File: config.mk
export PLATFORM = sky130hd
export DESIGN_NAME = halt_dump_ctrl_flat
export DESIGN_NICKNAME = d
export VERILOG_FILES = /design/src/rtl/cpu_pkg.sv /design/src/rtl/halt_dump_ctrl_if.sv /design/src/rtl/halt_dump_ctrl_halt_detect.sv /design/src/rtl/halt_dump_ctrl.sv /design/src/flat_wrapper.sv
export SDC_FILE = /design/constraint.sdc
export NUM_CORES = 1
export LEC_CHECK = 0
export ABC_CLOCK_PERIOD_IN_PS = 5600
export CAP_MARGIN = 20
export CORE_ASPECT_RATIO = 0.8
export CORE_MARGIN = 2
export CORE_UTILIZATION = 50
export CTS_CLUSTER_SIZE = 40
export DETAILED_ROUTE_END_ITERATION = 8
export PLACE_DENSITY_LB_ADDON = 0.2
export SYNTH_ARGS = -nofsm -noshare
export SYNTH_HDL_FRONTEND = slang
export SYNTH_SLANG_ARGS = --single-unit
File: constraint.sdc
create_clock -name clk -period 5.6 [get_ports clk]
set_input_delay 0.84 -clock clk [delete_from_list [all_inputs] [get_ports clk]]
set_output_delay 0.84 -clock clk [all_outputs]
set_load 0.005 [all_outputs]
File: src/rtl/cpu_pkg.sv
// Shared CPU-level types and constants used by the post-halt dump logic.
package cpu_pkg;

  typedef logic [15:0] word_t;

  typedef enum logic {
    DUMP_REG = 1'b0,
    DUMP_MEM = 1'b1
  } dump_kind_e;

  localparam word_t HALT_OP_A = 16'hE000;
  localparam word_t HALT_OP_B = 16'hE7FF;

  function automatic logic is_halt_op(input word_t op);
    return (op == HALT_OP_A) || (op == HALT_OP_B);
  endfunction

endpackage

File: src/rtl/halt_dump_ctrl_if.sv
// Valid/ready record stream from the dump sequencer to the trace/dump sink.
interface halt_dump_ctrl_if;
  import cpu_pkg::*;

  logic       out_valid;
  logic       out_ready;
  dump_kind_e out_kind;
  word_t      out_addr;
  word_t      out_data;

  modport master (output out_valid, out_kind, out_addr, out_data, input out_ready);
  modport slave  (input out_valid, out_kind, out_addr, out_data, output out_ready);

endinterface

File: src/rtl/halt_dump_ctrl_halt_detect.sv
// Combinational halt-opcode match, only meaningful while the sequencer is idle.
module halt_detect
  import cpu_pkg::*;
(
  input  word_t instr,
  input  logic  idle,
  output logic  hit
);

  assign hit = idle && is_halt_op(instr);

endmodule

File: src/rtl/halt_dump_ctrl.sv
// Post-halt sequencer: drains the pipeline, then streams register and data-memory contents.
module halt_dump_ctrl
  import cpu_pkg::*;
#(
  parameter int unsigned DRAIN_CYCLES = 10,
  parameter int unsigned NUM_REGS     = 16,
  parameter int unsigned MEM_DEPTH    = 65536,
  parameter bit          SKIP_ZERO    = 1'b1
) (
  input  logic             clk,
  input  logic             reset,
  input  word_t            instr,
  output logic [3:0]       reg_rd_idx,
  input  word_t            reg_rd_data,
  output logic             mem_rd_en,
  output word_t            mem_rd_addr,
  input  word_t            mem_rd_data,
  halt_dump_ctrl_if.master dump,
  output logic             halted,
  output logic             done
);

  localparam logic [2:0] S_IDLE    = 3'd0;
  localparam logic [2:0] S_DRAIN   = 3'd1;
  localparam logic [2:0] S_REG     = 3'd2;
  localparam logic [2:0] S_MEM_RD  = 3'd3;
  localparam logic [2:0] S_MEM_CHK = 3'd4;
  localparam logic [2:0] S_MEM_OUT = 3'd5;
  localparam logic [2:0] S_DONE    = 3'd6;

  localparam logic [15:0] DRAIN_LAST = 16'(DRAIN_CYCLES - 1);
  localparam logic [3:0]  REG_LAST   = 4'(NUM_REGS - 1);
  localparam logic [16:0] MEM_LAST   = 17'(MEM_DEPTH - 1);

  logic [2:0]  state;
  logic [15:0] drain_cnt;
  logic [3:0]  reg_idx;
  // One bit wider than the port so a full 64K scan ends without wrapping.
  logic [16:0] mem_addr;
  word_t       data_q;
  logic        idle;
  logic        halt_hit;

  assign idle = (state == S_IDLE);

  halt_detect u_halt_detect (
    .instr (instr),
    .idle  (idle),
    .hit   (halt_hit)
  );

  always_ff @(posedge clk) begin
    if (reset) begin
      state     <= S_IDLE;
      drain_cnt <= '0;
      reg_idx   <= '0;
      mem_addr  <= '0;
      data_q    <= '0;
    end else begin
      case (state)
        S_IDLE: begin
          if (halt_hit) begin
            state     <= S_DRAIN;
            drain_cnt <= '0;
          end
        end
        S_DRAIN: begin
          drain_cnt <= drain_cnt + 16'd1;
          if (drain_cnt == DRAIN_LAST) begin
            state   <= S_REG;
            reg_idx <= '0;
          end
        end
        S_REG: begin
          if (dump.out_ready) begin
            if (reg_idx == REG_LAST) begin
              state    <= S_MEM_RD;
              mem_addr <= '0;
            end else begin
              reg_idx <= reg_idx + 4'd1;
            end
          end
        end
        S_MEM_RD: state <= S_MEM_CHK;
        S_MEM_CHK: begin
          data_q <= mem_rd_data;
          if (SKIP_ZERO && (mem_rd_data == '0)) begin
            if (mem_addr == MEM_LAST) begin
              state <= S_DONE;
            end else begin
              mem_addr <= mem_addr + 17'd1;
              state    <= S_MEM_RD;
            end
          end else begin
            state <= S_MEM_OUT;
          end
        end
        S_MEM_OUT: begin
          if (dump.out_ready) begin
            if (mem_addr == MEM_LAST) begin
              state <= S_DONE;
            end else begin
              mem_addr <= mem_addr + 17'd1;
              state    <= S_MEM_RD;
            end
          end
        end
        S_DONE:  state <= S_DONE;
        default: state <= S_IDLE;
      endcase
    end
  end

  always_comb begin
    reg_rd_idx     = '0;
    mem_rd_en      = 1'b0;
    mem_rd_addr    = '0;
    dump.out_valid = 1'b0;
    dump.out_kind  = DUMP_REG;
    dump.out_addr  = '0;
    dump.out_data  = '0;
    case (state)
      S_REG: begin
        reg_rd_idx     = reg_idx;
        dump.out_valid = 1'b1;
        dump.out_kind  = DUMP_REG;
        dump.out_addr  = {12'b0, reg_idx};
        dump.out_data  = reg_rd_data;
      end
      S_MEM_RD: begin
        mem_rd_en   = 1'b1;
        mem_rd_addr = mem_addr[15:0];
      end
      S_MEM_OUT: begin
        dump.out_valid = 1'b1;
        dump.out_kind  = DUMP_MEM;
        dump.out_addr  = mem_addr[15:0];
        dump.out_data  = data_q;
      end
      default: ;
    endcase
  end

  assign halted = (state != S_IDLE);
  assign done   = (state == S_DONE);

endmodule

File: src/flat_wrapper.sv
// flat-port wrapper written by rule: the top's interface ports become plain ports
module halt_dump_ctrl_flat import cpu_pkg::*;
#(
  parameter int unsigned DRAIN_CYCLES = 10,
  parameter int unsigned NUM_REGS     = 16,
  parameter int unsigned MEM_DEPTH    = 65536,
  parameter bit          SKIP_ZERO    = 1'b1
)
  (clk, reset, instr, reg_rd_idx, reg_rd_data, mem_rd_en, mem_rd_addr, mem_rd_data, halted, done, dump_out_valid, dump_out_kind, dump_out_addr, dump_out_data, dump_out_ready);
  halt_dump_ctrl_if dump_i ();
  input  logic clk;
  input  logic reset;
  input  word_t instr;
  output logic [3:0] reg_rd_idx;
  input  word_t reg_rd_data;
  output logic mem_rd_en;
  output word_t mem_rd_addr;
  input  word_t mem_rd_data;
  output logic halted;
  output logic done;
  output wire logic [$bits(dump_i.out_valid)-1:0] dump_out_valid;
  output wire logic [$bits(dump_i.out_kind)-1:0] dump_out_kind;
  output wire logic [$bits(dump_i.out_addr)-1:0] dump_out_addr;
  output wire logic [$bits(dump_i.out_data)-1:0] dump_out_data;
  input wire logic [$bits(dump_i.out_ready)-1:0] dump_out_ready;
  assign dump_out_valid = dump_i.out_valid;
  assign dump_out_kind = dump_i.out_kind;
  assign dump_out_addr = dump_i.out_addr;
  assign dump_out_data = dump_i.out_data;
  assign dump_i.out_ready = dump_out_ready;
  halt_dump_ctrl #(.DRAIN_CYCLES(DRAIN_CYCLES), .NUM_REGS(NUM_REGS), .MEM_DEPTH(MEM_DEPTH), .SKIP_ZERO(SKIP_ZERO)) u_core (.clk(clk), .reset(reset), .instr(instr), .reg_rd_idx(reg_rd_idx), .reg_rd_data(reg_rd_data), .mem_rd_en(mem_rd_en), .mem_rd_addr(mem_rd_addr), .mem_rd_data(mem_rd_data), .dump(dump_i), .halted(halted), .done(done));
endmodule
# Word-level counts from Yosys, hierarchy flattened
# Index checks and enable logic that the tools add are counted.
[op_classes]
n_eq_ne = 18
muxes = 27
add_sub_neg = 3
reduce_logical = 13
[op_table]
columns = ["cell", "n"]
rows = [
  ["$pmux 16 s2", 3],
  ["$mux 17", 5],
  ["$pmux 17 s3", 1],
  ["$eq 16x16->1 const B", 2],
  ["$mux 16", 2],
  ["$mux 3", 7],
  ["$pmux 3 s7", 1],
  ["$add 17x1->17 const B", 1],
  ["$eq 17x16->1 const B", 1],
  ["$add 16x1->16 const B", 1],
  ["$eq 16x4->1 const B", 1],
  ["$logic_not 16->1", 1],
  ["$mux 4", 4],
  ["$reduce_and 5->1", 2],
  ["$eq 3x3->1 const B", 3],
  ["$ne 2x1->1 const B", 4],
  ["$pmux 4 s2", 1],
  ["$eq 3x2->1 const B", 2],
  ["$ne 2x2->1 const B", 3],
  ["$reduce_bool 3->1", 2],
  ["$add 4x1->4 const B", 1],
  ["$eq 4x4->1 const B", 1],
  ["$reduce_and 4->1", 1],
  ["$reduce_bool 2->1", 2],
  ["other kinds (7)", 9],
]
[word_totals]
output_inout_bits = 57
word_cells = 66
register_bits = 56
input_bits = 51

# Logic depth before layout (Yosys ltp)
[depth]
word_depth = 5
ltp_mapped = 11
mapped_depth_nobuf = 10

# Cells and area by module
# Synthesis repeated with hierarchy kept, for this count alone.
[hier_totals]
cells_unflattened = 422
hier_area_um2 = 3215.6
[modules_own_cells]
columns = ["mod", "instances", "cells_per_inst", "seq_area_each_um2", "area_per_inst_um2"]
rows = [
  ["halt_dump_ctrl", 1, 412, 1121.1, 3148.0],
  ["halt_detect", 1, 10, 0.0, 67.6],
]

# Worst setup path before layout
# OpenSTA, ideal clock, no wires.
[synth_timing]
path_kind = "register -> register"
start = "register u_core.mem_addr[0]"
end = "register u_core.mem_addr[10]"
arrival_time_ps = 2366
path_slack_ps = 3143
synth_period_minus_slack_ps = 2457
setup_time_ps = 91
path_buffers = 1
required_time_ps = 5509
path_stages_with_launch = 12
cell_sequence = "dfxtp_1 ha_1 nand3_1 nor4_1 and3_1 ha_1 nand2b_1 nor2_1 or2_2 buf_2 nor2_1 a311oi_1"
[synth_between]
elab_chain_len = 4
elab_cells_between_ends = 6
classes_between = "1 x add/sub; 1 x eq/ne; 4 x mux"
[synth_lines]
columns = ["item", "line_no", "rtl"]
rows = [
  ["start, declared", "halt_dump_ctrl.sv:39", "logic [16:0] mem_addr;"],
  ["start signal, assigned", "halt_dump_ctrl.sv:91", "mem_addr <= mem_addr + 17'd1;"],
  ["start signal, assigned", "halt_dump_ctrl.sv:103", "mem_addr <= mem_addr + 17'd1;"],
  ["$add 17x1->17 or $eq 17x16->1 (tied branches)", "n/a", ""],
  ["$mux 17 (*)", "halt_dump_ctrl.sv:88, halt_dump_ctrl.sv:100", ""],
  ["$mux 17, on equally long branches", "halt_dump_ctrl.sv:99, halt_dump_ctrl.sv:87", ""],
  ["$pmux 17 s3 (*)", "halt_dump_ctrl.sv:60", "case (state)"],
]
# Every way passes the cells marked *; elsewhere a longest branch is shown, timed or not. The select of a mux whose other input is x is not followed.
# A chain may end at the register's enable or synchronous reset.

# Final worst setup path
[layout_timing]
start = "register u_core.state[2]"
end = "output port dump_out_data[4]"
[layout_between]
elab_chain_len = 2
elab_cells_between_ends = 3
classes_between = "2 x eq/ne; 1 x mux"
[layout_lines]
columns = ["item", "line_no", "rtl"]
rows = [
  ["start, declared", "halt_dump_ctrl.sv:35", "logic [2:0] state;"],
  ["start signal, assigned", "halt_dump_ctrl.sv:54", "state <= S_IDLE;"],
  ["start signal, assigned", "halt_dump_ctrl.sv:63", "state <= S_DRAIN;"],
  ["start signal, assigned", "halt_dump_ctrl.sv:70", "state <= S_REG;"],
  ["$eq 3x3->1 or $eq 3x2->1 (tied branches)", "halt_dump_ctrl.sv:122", "case (state)"],
  ["$pmux 16 s2 (*)", "halt_dump_ctrl.sv:122", ""],
  ["end, declared", "flat_wrapper.sv:24", "output wire logic [$bits(dump_i.out_data)-1:0] dump_out_data;"],
]
# Every way passes the cells marked *; elsewhere a longest branch is shown, timed or not.

==> impl_table.tex <==
\begin{tabular}{lr}
\hline
Metric & Value \\
\hline
\multicolumn{2}{l}{\textbf{Routing}} \\
DRT iter0 DRCs & 382 \\
Number of vias in the routed layout & 3,699 \\
Number of vias per cell & 6.13 \\
Residual antenna-violating net count after detailed routing & 0 \\
Detailed-routing iteration count for the pre-antenna-repair pass & 5 \\
Drt wl/cell & 15.6 um \\
Final wirelength & 9410 um \\
DR DRC count & 0 \\
\multicolumn{2}{l}{\textbf{STA}} \\
Clock skew & 0.00795 ns \\
Part of the cycle the worst path needs & 0.596 \\
Count of final max-slew check failures & 0 \\
Slew at the pin closest to its max-slew limit & 1.03 ns \\
RSZ-0062 raised after global routing & no \\
Finish-stage setup viols & 0 \\
Fmax & 0.299 GHz \\
Worst rel slew slack & 0.310 \\
Time the worst path needs with I/O delays and setup & 3.34 ns \\
Setup TNS & 0 ns \\
Hold Violations, Final & 0 \\
\multicolumn{2}{l}{\textbf{Cells and area}} \\
Number of filler cells placed in the layout & 531 \\
Layout cells sized above 1 & 0.0424 \\
Synth-to-Final Area Change & 34.5\% \\
Net count reported at finish & 574 \\
Number of inserted diodes & 0 \\
Commonest non-fill, non-tap cell in the layout & clkdlybuf4s50\_1 \\
Commonest cells after routing, fill and taps aside & 106 x clkdlybuf4s50\_1, 58 x nand2\_1, 56 x dfxtp\_1, 35 x and2\_1, 32 x a21oi\_1 \\
\multicolumn{2}{l}{\textbf{Critical path}} \\
Ordered list of cells on the worst path & and3b\_1 > buf\_8 > a22o\_1 > clkdlybuf4s50\_1 \\
Cell class contributing the biggest share of worst-path delay & buffers and inverters \\
Crit path largest cell delay & 0.70 ns \\
Worst-path fanout max & 21 \\
Startpoint-to-endpoint class of the critical path & reg2out \\
Worst Path Required & 4.76 ns \\
Standard cell with the maximum stage delay on the critical path & and3b\_1 \\
Number of buffer and inverter stages on the critical path & 2 \\
Arrival time worst endpoint & 2.50 ns \\
Type of destination of the critical path & output pin \\
Kind of start point of the critical path & flop \\
\multicolumn{2}{l}{\textbf{Power and ir drop}} \\
Part of the power in combinational logic & 0.154 \\
Relative contribution of the clock network to total power & 0.306 \\
Post-layout power & 754 uW \\
Internal power & 564 uW \\
Switching power share of the total & 0.252 \\
Power density normalized to cell area & 168 nW/um2 \\
Switching power & 190 uW \\
Highest ir drop seen on vdd & 0.0996 mV \\
Sequential share of power & 0.540 \\
Static leakage power & 0.00144 uW \\
\multicolumn{2}{l}{\textbf{Synthesis}} \\
Flops \& latches, synth & 56 \\
Most area-consuming cells after synthesis & dfxtp\_1 34\%, and2\_1 6.6\%, nand2\_1 6.5\% \\
Arithmetic-cell share of the synthesized area counting full adders, half adders and majority gates & 0.0188 \\
Count of synthesis-stage warnings from yosys & 0 \\
Net count after synthesis & 490 \\
Cell taking the most area after synthesis & dfxtp\_1 \\
Async SR Flop Fraction & 0 \\
Multiplexer share of the synthesized area & 0.00639 \\
Post-synthesis instance area & 3330 um2 \\
Count of cell types in the netlist & 56 \\
Synth Area in Compound Gates & 0.250 \\
Flip-flop cell with the highest count after synthesis & dfxtp\_1 \\
Share of synthesized cell area in and, or, nand and nor gates & 0.329 \\
Largest family of logic cells by synthesized area & simple AND/OR/NAND/NOR gates \\
Post-synthesis cell count & 434 \\
Area share of xor/xnor cells in the synthesized design & 0.00789 \\
Per-instance average area after synthesis & 7.67 um2 \\
Synth top area share & 0.337 \\
Count of flip-flops with a built-in enable after synthesis & 0 \\
Sequential area share after synthesis & 0.337 \\
\multicolumn{2}{l}{\textbf{Global route}} \\
Overall Global Routing Usage & 0.255 \\
Pin count of the biggest net entering global routing & 55 \\
Initial antenna violation count & 0 \\
Gr ovfl total & 0 \\
Wire length of the first global-routing pass & 15,200 um \\
Via count of the first global-routing pass & 3,267 \\
\multicolumn{2}{l}{\textbf{Clock network}} \\
Clock transition at path regs & 0.10 ns \\
Maximum root-to-sink buffer count & 2 \\
TritonCTS buffer count & 5 \\
Count of hold buffers inserted by post-cts repair & 0 \\
Post-CTS setup buffer count & 0 \\
Worst skew pair latency & 0.31 ns \\
Root Driver & clkbuf\_8 \\
Num Clock Sinks & 56 \\
Maximum level of the CTS H-tree & 2 \\
Quantity of gates resized following cts & 0 \\
TritonCTS clock tree & done \\
\multicolumn{2}{l}{\textbf{Flow run}} \\
Max cap viols & 0 \\
\multicolumn{2}{l}{\textbf{Run status}} \\
Status & finished, final reports clean \\
\multicolumn{2}{l}{\textbf{Floorplanning}} \\
Site Rows & 26 \\
Core outline area & 6410 um2 \\
IO Pins & 108 \\
Overall die width & 95.2 um \\
Area enclosed by the die boundary & 7330 um2 \\
Effective utilization at floorplan & 0.519 \\
Die Y & 77.0 um \\
\multicolumn{2}{l}{\textbf{Place}} \\
Sum of net half-perimeters after detailed placement & 6870 um \\
Buffers on Ports & 107 \\
Routability Congestion & 0.886 \\
\multicolumn{2}{l}{\textbf{Worst hold path}} \\
Path category of the worst min-delay check & reg2reg \\
\hline
\end{tabular}
## worst reg2reg max path, cell delays in order, from the launching register on
cell and delay [ns]:
dfxtp_1 0.48, ha_1 0.26, nand3_1 0.18, nor4_1 0.57
and3_1 0.24, ha_1 0.25, nand2b_1 0.10, nor2_1 0.20
or2_2 0.24, nor2_1 0.21, a311oi_1 0.32
## state kept, by name, summed over array words and instances, names as in the netlist
name and count:
u_core.state 3, u_core.drain_cnt 16, u_core.reg_idx 4, u_core.data_q 16, u_core.mem_addr 17
## through the flow
step	instance area, um2	std cells	hold slack (ns)	utilization	worst slack (ns)
finish	4480	603	0.460	0.698	2.26
floorplan	3330	434	0.437	-	3.14
CTS	4480	603	0.461	0.698	2.24
global placement	4370	594	0.442	0.681	2.24
detailed placement	4380	595	0.447	0.684	2.19
global route	4480	603	0.478	0.698	2.06
## cell families (layout without fill, tap and decap cells)
family,after synthesis,after routing
flops,56,56
xor+xnor,3,3
simple gates,208,208
compound gates,121,121
fa+ha+maj,5,5
mux,2,2
buf+inv,39,124
## metal layers
| metal | vias up | share of wire | GRT usage |
|---|---|---|---|
| li1 | 1763 | - | - |
| met1 | 1749 | 0.45 | 0.361 |
| met2 | 179 | 0.45 | 0.393 |
| met3 | 8 | 0.093 | 0.0639 |
| met4 | 0 | 0.0066 | 0.0493 |
| met5 | - | 0 | 0 |
## power groups by stage
stage	Clock (uW)	Combinational [uW]	Sequential, uW
CTS	235	116	407
finish	231	116	407
detailed placement	0	115	416
global route	251	127	408
global placement	0	113	416
floorplan	0	53.8	412
## layout make-up
type                       instances  area, um2  area share
multi-input combinational        339       2040       0.456
clock buffer                       7       86.3      0.0193
sequential                        56       1120       0.250
tap                               84        105      0.0235
inverter                           7       26.3     0.00587
timing repair buffer             109       1090       0.243
clock inverter                     1       7.51     0.00168
## path summary, 6_finish.rpt
| kind | from | endpoint | slack, ns | cells past startpoint |
|---|---|---|---|---|
| max | u_core.state[2] | dump_out_data[4] | 2.26 | 4 |
| min reg2reg | u_core.data_q[5] | u_core.data_q[5] | 0.46 | 2 |
| max reg2reg | u_core.mem_addr[0] | u_core.mem_addr[5] | 2.47 | 10 |
| min | u_core.data_q[5] | u_core.data_q[5] | 0.46 | 2 |
## Yosys cell counts (9+ instances only)
cell type,count
a21oi_1,32
a22o_1,17
a311oi_1,16
a31oi_1,9
and2_1,35
clkbuf_1,20
dfxtp_1,56
nand2_1,58
nand3_1,16
nand4_1,12
nor2_1,30
nor3_1,14
o21ai_0,18
Power figures use the tool's default switching activity.
